### src/rtl/cpu_multicycle.sv
// Multi-cycle MIPS-subset core: fetch and lw/sw share one req/ready memory port,
// and an FSM walks each instruction through FETCH/DECODE/EXEC/MEM/WB.
`timescale 1ns/1ps
module cpu_multicycle #(
  parameter logic [31:0] RESET_PC   = 32'h0040_0000,
  parameter logic [31:0] DATA_BASE  = 32'h1000_0000,
  parameter int unsigned ADDR_WIDTH = 16,
  parameter int unsigned CNT_WIDTH  = 32
) (
  input  logic                  clk,
  input  logic                  rst,
  output logic                  mem_req,
  output logic                  mem_we,
  output logic [ADDR_WIDTH-1:0] mem_addr,
  output logic [31:0]           mem_wdata,
  input  logic [31:0]           mem_rdata,
  input  logic                  mem_ready,
  output logic [31:0]           pc,
  output logic [2:0]            state,
  output logic                  halted,
  output logic [CNT_WIDTH-1:0]  retired
);
  localparam int unsigned XLEN = 32;
  localparam int unsigned NREG = 32;

  typedef enum logic [2:0] {
    S_FETCH  = 3'd0,
    S_DECODE = 3'd1,
    S_EXEC   = 3'd2,
    S_MEM    = 3'd3,
    S_WB     = 3'd4,
    S_HALT   = 3'd7
  } state_e;

  localparam logic [5:0] OP_RTYPE = 6'h00, OP_J   = 6'h02, OP_BEQ = 6'h04, OP_BNE = 6'h05;
  localparam logic [5:0] OP_ADDIU = 6'h09, OP_ORI = 6'h0D, OP_LW  = 6'h23, OP_SW  = 6'h2B;
  localparam logic [5:0] FN_ADDU  = 6'h21, FN_SUBU = 6'h23, FN_AND = 6'h24;
  localparam logic [5:0] FN_OR    = 6'h25, FN_SLT  = 6'h2A;

  state_e                state_q, state_d;
  logic [XLEN-1:0]       pc_q, pc_d, ir_q, ir_d, a_q, a_d, b_q, b_d;
  logic [XLEN-1:0]       aluout_q, aluout_d, mdr_q, mdr_d;
  logic                  mem_req_q, mem_req_d, mem_we_q, mem_we_d;
  logic [ADDR_WIDTH-1:0] mem_addr_q, mem_addr_d;
  logic [XLEN-1:0]       mem_wdata_q, mem_wdata_d;
  logic                  halted_q, halted_d;
  logic [CNT_WIDTH-1:0]  retired_q, retired_d;
  logic [XLEN-1:0]       gpr_q [NREG];

  logic [5:0]      opcode, funct;
  logic [4:0]      rs, rt, rd, dest;
  logic [15:0]     imm;
  logic [25:0]     target;
  logic [XLEN-1:0] imm_sext, imm_zext, alu_res, br_target, j_target, wb_data;
  logic            alu_ok, op_legal, br_taken;
  logic            retire, go_fetch, go_halt, gpr_we;

  assign opcode    = ir_q[31:26];
  assign rs        = ir_q[25:21];
  assign rt        = ir_q[20:16];
  assign rd        = ir_q[15:11];
  assign funct     = ir_q[5:0];
  assign imm       = ir_q[15:0];
  assign target    = ir_q[25:0];
  assign imm_sext  = {{16{imm[15]}}, imm};
  assign imm_zext  = {16'h0000, imm};
  assign br_target = pc_q + {imm_sext[29:0], 2'b00};
  assign j_target  = {pc_q[31:28], target, 2'b00};
  assign br_taken  = (a_q == b_q) ^ (opcode == OP_BNE);
  assign dest      = (opcode == OP_RTYPE) ? rd : rt;
  assign wb_data   = (opcode == OP_LW) ? mdr_q : aluout_q;

  always_comb begin
    case (opcode)
      OP_RTYPE, OP_J, OP_BEQ, OP_BNE, OP_ADDIU, OP_ORI, OP_LW, OP_SW: op_legal = 1'b1;
      default:                                                        op_legal = 1'b0;
    endcase
  end

  // ALU; alu_ok drops for R-type functs outside the subset
  always_comb begin
    alu_res = '0;
    alu_ok  = 1'b1;
    case (opcode)
      OP_RTYPE: begin
        case (funct)
          FN_ADDU: alu_res = a_q + b_q;
          FN_SUBU: alu_res = a_q - b_q;
          FN_AND:  alu_res = a_q & b_q;
          FN_OR:   alu_res = a_q | b_q;
          FN_SLT:  alu_res = {{(XLEN-1){1'b0}}, ($signed(a_q) < $signed(b_q))};
          default: alu_ok  = 1'b0;
        endcase
      end
      OP_ADDIU, OP_LW, OP_SW: alu_res = a_q + imm_sext;
      OP_ORI:                 alu_res = a_q | imm_zext;
      default:                alu_res = '0;
    endcase
  end

  // Next-state and registered-output logic
  always_comb begin
    state_d     = state_q;
    pc_d        = pc_q;
    ir_d        = ir_q;
    a_d         = a_q;
    b_d         = b_q;
    aluout_d    = aluout_q;
    mdr_d       = mdr_q;
    mem_req_d   = mem_req_q;
    mem_we_d    = mem_we_q;
    mem_addr_d  = mem_addr_q;
    mem_wdata_d = mem_wdata_q;
    halted_d    = halted_q;
    retired_d   = retired_q;
    retire      = 1'b0;
    go_fetch    = 1'b0;
    go_halt     = 1'b0;
    gpr_we      = 1'b0;
    case (state_q)
      S_FETCH: begin
        if (!mem_req_q) begin
          mem_req_d  = 1'b1;
          mem_we_d   = 1'b0;
          mem_addr_d = pc_q[ADDR_WIDTH-1:0];
        end else if (mem_ready) begin
          ir_d      = mem_rdata;
          pc_d      = pc_q + 32'd4;
          mem_req_d = 1'b0;
          state_d   = S_DECODE;
        end
      end
      S_DECODE: begin
        a_d = gpr_q[rs];
        b_d = gpr_q[rt];
        if (op_legal) state_d = S_EXEC;
        else          go_halt = 1'b1;
      end
      S_EXEC: begin
        case (opcode)
          OP_RTYPE: begin
            if (alu_ok) begin
              aluout_d = alu_res;
              state_d  = S_WB;
            end else begin
              go_halt = 1'b1;
            end
          end
          OP_ADDIU, OP_ORI: begin
            aluout_d = alu_res;
            state_d  = S_WB;
          end
          OP_BEQ, OP_BNE: begin
            if (br_taken) pc_d = br_target;
            retire   = 1'b1;
            go_fetch = 1'b1;
          end
          OP_J: begin
            pc_d     = j_target;
            retire   = 1'b1;
            go_fetch = 1'b1;
          end
          OP_LW, OP_SW: begin
            aluout_d = alu_res;
            // misaligned access faults before any request leaves the core
            if (alu_res[1:0] != 2'b00) begin
              go_halt = 1'b1;
            end else begin
              state_d     = S_MEM;
              mem_req_d   = 1'b1;
              mem_we_d    = (opcode == OP_SW);
              mem_addr_d  = ADDR_WIDTH'(alu_res - DATA_BASE);
              mem_wdata_d = b_q;
            end
          end
          default: go_halt = 1'b1;
        endcase
      end
      S_MEM: begin
        if (mem_req_q && mem_ready) begin
          if (opcode == OP_SW) begin
            retire   = 1'b1;
            go_fetch = 1'b1;
          end else begin
            mdr_d     = mem_rdata;
            mem_req_d = 1'b0;
            state_d   = S_WB;
          end
        end
      end
      S_WB: begin
        gpr_we   = (dest != 5'd0);
        retire   = 1'b1;
        go_fetch = 1'b1;
      end
      S_HALT: begin
        state_d = S_HALT;
      end
      default: go_halt = 1'b1;
    endcase

    // Next fetch request goes out straight from the retiring state
    if (go_fetch) begin
      state_d    = S_FETCH;
      mem_req_d  = 1'b1;
      mem_we_d   = 1'b0;
      mem_addr_d = pc_d[ADDR_WIDTH-1:0];
    end
    if (go_halt) begin
      state_d   = S_HALT;
      halted_d  = 1'b1;
      mem_req_d = 1'b0;
      mem_we_d  = 1'b0;
    end
    if (retire && (retired_q != {CNT_WIDTH{1'b1}})) retired_d = retired_q + CNT_WIDTH'(1);
  end

  always_ff @(posedge clk or negedge rst) begin
    if (!rst) begin
      state_q     <= S_FETCH;
      pc_q        <= RESET_PC;
      ir_q        <= '0;
      a_q         <= '0;
      b_q         <= '0;
      aluout_q    <= '0;
      mdr_q       <= '0;
      mem_req_q   <= 1'b0;
      mem_we_q    <= 1'b0;
      mem_addr_q  <= '0;
      mem_wdata_q <= '0;
      halted_q    <= 1'b0;
      retired_q   <= '0;
      for (int i = 0; i < NREG; i++) gpr_q[i] <= '0;
    end else begin
      state_q     <= state_d;
      pc_q        <= pc_d;
      ir_q        <= ir_d;
      a_q         <= a_d;
      b_q         <= b_d;
      aluout_q    <= aluout_d;
      mdr_q       <= mdr_d;
      mem_req_q   <= mem_req_d;
      mem_we_q    <= mem_we_d;
      mem_addr_q  <= mem_addr_d;
      mem_wdata_q <= mem_wdata_d;
      halted_q    <= halted_d;
      retired_q   <= retired_d;
      if (gpr_we) gpr_q[dest] <= wb_data;
    end
  end

  assign mem_req   = mem_req_q;
  assign mem_we    = mem_we_q;
  assign mem_addr  = mem_addr_q;
  assign mem_wdata = mem_wdata_q;
  assign pc        = pc_q;
  assign state     = state_q;
  assign halted    = halted_q;
  assign retired   = retired_q;
endmodule
### config.mk
export PLATFORM = sky130hd
export DESIGN_NAME = cpu_multicycle
export DESIGN_NICKNAME = d
export VERILOG_FILES = /design/src/rtl/cpu_multicycle.sv
export SDC_FILE = /design/constraint.sdc
export NUM_CORES = 2
export LEC_CHECK = 0
export ABC_AREA = 0
export BUFFER_PORTS_ARGS = -buffer_cell sky130_fd_sc_hd__buf_2
export CAP_MARGIN = 15
export CELL_PAD_IN_SITES_DETAIL_PLACEMENT = 1
export CELL_PAD_IN_SITES_GLOBAL_PLACEMENT = 2
export CORE_MARGIN = 1.5
export CORE_UTILIZATION = 35
export CTS_BUF_LIST = sky130_fd_sc_hd__clkbuf_16
export DETAILED_ROUTE_END_ITERATION = 16
export PLACE_DENSITY = 0.68
export SYNTH_ARGS = -nofsm -noshare
export SYNTH_HDL_FRONTEND = slang
export SYNTH_SLANG_ARGS = --single-unit
### constraint.sdc
create_clock -name clk -period 6.21 [get_ports clk]
set_input_delay 0.621 -clock clk [delete_from_list [all_inputs] [get_ports clk]]
set_output_delay 0.621 -clock clk [all_outputs]
set_load 0.02 [all_outputs]
== Word level (Yosys, flattened, before mapping) ==
Index checks and enable logic that the tools add are counted.

* Flip-flop bits (word level): 1302
* Bits of input ports: 35
* Output and inout bits: 118
* Word-level logic and storage cells: 206

* $add $sub $neg: 7
* $lt $le $gt $ge: 5
* Eq/ne operators: 41
* Mux-type cells: 64
* Bitwise logic cells: 9
* Reduce and logical (&&, ||, !) cells: 33

{| class="wikitable"
|+ Operators with widths
! cell !! number
|-
| $bwmux 1024 || 1
|-
| $bmux 32 s5 || 2
|-
| $mux 32 || 10
|-
| $pmux 32 s2 || 3
|-
| $demux 32 s5 || 1
|-
| $pmux 32 s5 || 1
|-
| $add 32x32->32 || 3
|-
| $pmux 32 s3 || 1
|-
| $mux 16 || 4
|-
| $eq 6x6->1 const B || 7
|-
| $add 32x1->32 const B || 1
|-
| $add 32x3->32 const B || 1
|-
| $and 32x32->32 || 1
|-
| $eq 32x32->1 || 1
|-
| $lt 32x32->1 || 1
|-
| $ne 32x32->1 const B || 1
|-
| $ne 4x4->1 const B || 8
|-
| $or 32x16->32 || 1
|-
| $or 32x32->32 || 1
|-
| $pmux 16 s2 || 1
|-
| $sub 32x32->32 || 1
|-
| $mux 3 || 9
|-
| $mux 1 || 23
|-
| $ge 6x6->1 const B || 3
|-
| other kinds (40) || 73
|}

== Depth between registers and ports, before layout ==
* Depth after elaboration: 9
* Mapped depth: 15
* Gate-level depth less buffers: 14

== Worst setup path before layout ==
OpenSTA, ideal clock, no wires.

* Path kind: flip-flop to flip-flop
* Start: register pc_q[2], in the netlist pc[2]
* End: register pc_q[30], in the netlist pc[30]
* Library setup time: 130 ps
* Data arrival time: 3459 ps
* Data required time: 6080 ps
* Setup slack: 2621 ps
* Stages on the path, launching flop included: 13
* Buffers on the path: 0
* Clock period less this slack: 3589 ps
* Path through: dfrtp_1 > ha_1 > fa_1 > a21oi_1 > o2111ai_1 > a211oi_1 > nor3_1 > o41ai_1 > o21ai_1 > a2111o_1 > a31oi_1 > xor2_1 > o21ai_1

* Longest elaborated chain between the ends: 4
* Elaborated cells on any way between the ends: 7
* Classes of those cells: add/sub (2); mux (5)

{| class="wikitable"
|+ Ends and longest elaborated chain
! element !! line !! source
|-
| start: declaration || 41 || <nowiki>logic [XLEN-1:0] pc_q, pc_d, ir_q, ir_d, a_q, a_d, b_q, b_d;</nowiki>
|-
| start signal: assignment || 236 || <nowiki>pc_q <= pc_d;</nowiki>
|-
| $add 32x32->32 / $add 32x3->32 (equally long branches) || 67, 128 ||
|-
| $mux 32, on equally long branches || 154, 126 ||
|-
| $pmux 32 s2 / $mux 32 (equally long branches) || 140, 122 ||
|-
| $pmux 32 s2 (*) || 120 || <nowiki>case (state_q)</nowiki>
|}

Mark *: on every way between the ends. The rest lies on a longest branch, timed or not. The select of a mux whose other input is x is not followed.
A chain may end at the register's enable or synchronous reset.

== Final worst setup path ==
* Start: register a_q[5]
* End: register mem_wdata_q[7], in the netlist mem_wdata[7]

* Longest elaborated chain between the ends: 6

{| class="wikitable"
|+ Ends and longest elaborated chain
! element !! line !! source
|-
| start: declaration || 41 ||
|-
| start signal: assignment || 223 || <nowiki>a_q <= '0;</nowiki>
|-
| start signal: assignment || 238 || <nowiki>a_q <= a_d;</nowiki>
|-
| $lt 32x32->1 || 91 || <nowiki>FN_SLT: alu_res = {{(XLEN-1){1'b0}}, ($signed(a_q) < $signed(b_q))};</nowiki>
|-
| $pmux 32 s5 || 86 || <nowiki>case (funct)</nowiki>
|-
| $pmux 32 s3 || 84 || <nowiki>case (opcode)</nowiki>
|-
| $reduce_bool 2->1 || 166 || <nowiki>if (alu_res[1:0] != 2'b00) begin</nowiki>
|-
| $not 1->1 (no line) || n/a ||
|-
| $reduce_and 3->1 (no line) || n/a ||
|-
| end signal: assignment || 245 || <nowiki>mem_wdata_q <= mem_wdata_d;</nowiki>
|-
| end: declaration || 45 || <nowiki>logic [XLEN-1:0] mem_wdata_q, mem_wdata_d;</nowiki>
|}

Every way passes these cells.

==> run metrics <==
status completed; Cells after DPL 9,009; DRT iter0 DRCs 3,956; dpl hpwl 176,000 um; Hold WC Path Type in -> reg; PostCTS Resize Cnt 0; Synth Area in XOR/XNOR 1.40%; Final Wtd Congestion 0.933; RSZ-0062 raised after global routing no; pin count of the biggest net entering global routing 160; Clock Skew about 0.036 ns; Max-Cap Viols 0; CTS tree yes; post-route ant nets 0; Starting Density about a third; nature of the critical path endpoint register; vias per cell 5.87; H-tree depth 4; height of the die roughly 460 um; critical path data arrival time 5.61 ns; first-pass GRT wire length 406,000 um; total CTS buffers between 150 and 200; met2 WL 127,000 um; global route overflow 0; Adder-Cell Fraction of Synth Area 3.13%; largest family of logic cells by synthesized area multiplexers; antenna violations before repair 7; gr usage total 26.2%; fin crit share around four fifths; DRT Wirelength 273,000 um; Final Slew Violations 0; die area 209,000 um2; Synth warnings 0; Max Used Layer met5; Avg Cell Area, Syn 10.9 um2; Crit Path Max Fanout 21; Met3 Wirelength between 10,000 and 15,000 um; RR Startpoint a_q[5]$_DFFE_PN0P_; Cells after Synth 6,611; predominant post-synthesis flop cell dfrtp_1; # setup viols final 0; Area growth, synth to finish 11.9%; Setup Buffers After CTS 0; post-synthesis mux area share between 20% and 30%; post-route insts no fill 9,297; smallest hold slack 0.0559 ns; Startpoint Class register; clock-pin slew on the worst setup and hold paths 0.05 ns; Syn Nets approximately 6,800; CTS Sinks 1,302; row count around 170; leakage power total 33.6 nW; Crit path required time 6.89 ns; # DRC 0; crit-path cells inv_1 > ha_1 > or4_1 > a31o_1 > a31oi_2 > o31ai_2 > a211oi_2 > a211oi_1 > xnor2_1 > o21a_2 > nand4_4 > buf_4 > mux2_4; Peak Freq 203 MHz; library cells used by synthesis 99; Post-synth ARST share 100%; register bit total from synthesis 1,302; wl on met1 123,000 um; register-to-register setup slack 1.27 ns; DR WL/cell 29.4 um; IO Port Bufs 152; Compound-Gate Fraction of Synth Area a little over an eighth; share of cells above drive strength 1 20.2%; Skew-Pair Late Insertion Delay 0.83 ns; actual slew at the worst max-slew pin 1.47 ns; number of synthesized flops with an enable pin 0; TNS Setup 0 ns; Final min period 4.94 ns; Synth Cell Area 72,100 um2; simple-gate share of the synthesized area between 10% and 20%; vias about 55,000; Pre-antenna DRT Iters 5; Die Wd 457 um; vias in the first global route approximately 57,000; CTS root buf clkbuf_16; Top-Level Pins 153; Final Hold Viols 0; register area share after synthesis 45.2%; hold path start mem_rdata[30]; clock tree buffer depth 3; Placeable Area 205,000 um2; Power Dens Cells about 220 nW/um2; max incr delay on CP 0.61 ns; peak supply drop slightly above 0.3 mV; Slowest cell on crit path nand4_4; slew margin rel. 2.01%; crit path from a_q[5]$_DFFE_PN0P_; Layout Nets 6,696; kind of critical path reg -> reg
==> flip-flops by register name (all words and copies together) (netlist names) <==
register	count
mem_req	1
pc	32
halted	1
mdr_q	32
aluout_q	32
retired	32
mem_we	1
mem_addr	16
ir_q	32
state	3
a_q	32
b_q	32
gpr_q	1024
mem_wdata	32
==> stage by stage <==
step           total power [mW]  instance area (um2)  setup slack [ns]  utilization [%]
2_1_floorplan              8.64                72100              2.62                -
5_1_grt                    18.0                80700              1.17             39.4
3_3_place_gp               8.86                75800              1.36             37.1
4_1_cts                    17.7                80700              1.23             39.4
6_report                   17.5                80700              1.27             39.4
3_5_place_dp               8.87                75800              1.27             37.1
==> cells in the mapped netlist, types with 25 or more instances <==
cell      count  area [um2]
a21o_1       50         375
a21oi_1     558        2790
a221oi_1     28         245
a31oi_1      41         257
buf_1        63         236
buf_2        29         145
clkbuf_1    496        1860
dfrtp_1    1301       32600
ha_1        174        2180
inv_1       124         465
mux2_2       40         450
mux2_4       27         405
mux2i_1     108        1080
mux4_2      640       14400
nand2_1     915        3430
nand2b_1     25         156
nand3_1      56         280
nor2_1      540        2030
nor3_1       46         230
o21ai_0     806        4030
o22ai_1      29         181
xnor2_1      74         648
xor2_1       41         359
==> power by group <==
group | total [mW] | switching (mW) | internal, mW
Sequential | 8.48 | 0 | 8.48
Combinational | 0.218 | 0.193 | 0.0250
Clock | 8.80 | 3.90 | 4.90
Total | 17.5 | 4.09 | 13.4
==> area by class of cell <==
cell class / instances / area (um2)
Multi-Input combinational cell: 4591 / 37100
Timing Repair Buffer: 309 / 2320
Sequential cell: 1302 / 32600
Clock buffer: 156 / 3900
Antenna cell: 3 / 7.51
Clock inverter: 122 / 866
Tap cell: 2688 / 3360
Inverter: 126 / 473
Fill cell: 22000 / 124000
==> cells in the final DEF, fill, tap and decap left out, drive strengths merged, types with 29 or more instances in the layout <==
cell type  count
mux2i        109
nand3         56
o21ai        814
xor2          41
buf          302
inv          168
a31oi         43
a221oi        29
nand2        915
a21oi        558
clkinv        70
clkbuf       156
xnor2         74
nor3          49
mux4         640
o22ai         29
nor2         545
dfrtp       1301
a21o          50
ha           174
mux2          70
==> routing by layer <==
layer | vias to the layer above | track usage [%]
met2 | 1511 | 41.7
li1 | 23800 | -
met1 | 28800 | 37.0
met5 | - | 0
met4 | 6 | 8.18
met3 | 418 | 3.78
==> logic make-up after synthesis <==
kind of cell | after synthesis
fa+ha+maj | 178
compound gates | 1740
xor+xnor | 115
simple gates | 1739
flops | 1302
buf+inv | 718
mux | 819
==> critical path: cells and delay by family (launching register included) <==
kind,cells,cell delay [ns]
and+or+nand+nor,2,1.21
adders and majority gates,1,0.41
xor gates and xnor gates,1,0.45
buffers and inverters,2,0.61
AOI/OAI and AO/OA,6,1.34
muxes,1,0.32
DFF,1,0.45
==> what timing repair did <==
action | 4_1_cts | 5_1_grt
hold buffers | 7 | 0
setup endpoints to repair | 0 | 0
hold endpoints to repair | 122 | 0
==> final timing paths <==
kind / depth (start not counted) / endpoint
min: 3 / ir_q[30]$_DFFE_PN0P_
max: 13 / mem_wdata[7]$_DFFE_PN0P_
max in group asynchronous: 3 / gpr_q[651]$_DFFE_PN0P_
max reg2reg: 13 / mem_wdata[7]$_DFFE_PN0P_
min in group asynchronous: 2 / retired[26]$_DFFE_PN0P_
min reg2reg: 0 / gpr_q[997]$_DFFE_PN0P_
No activity file was read; power rests on OpenSTA's default activity.
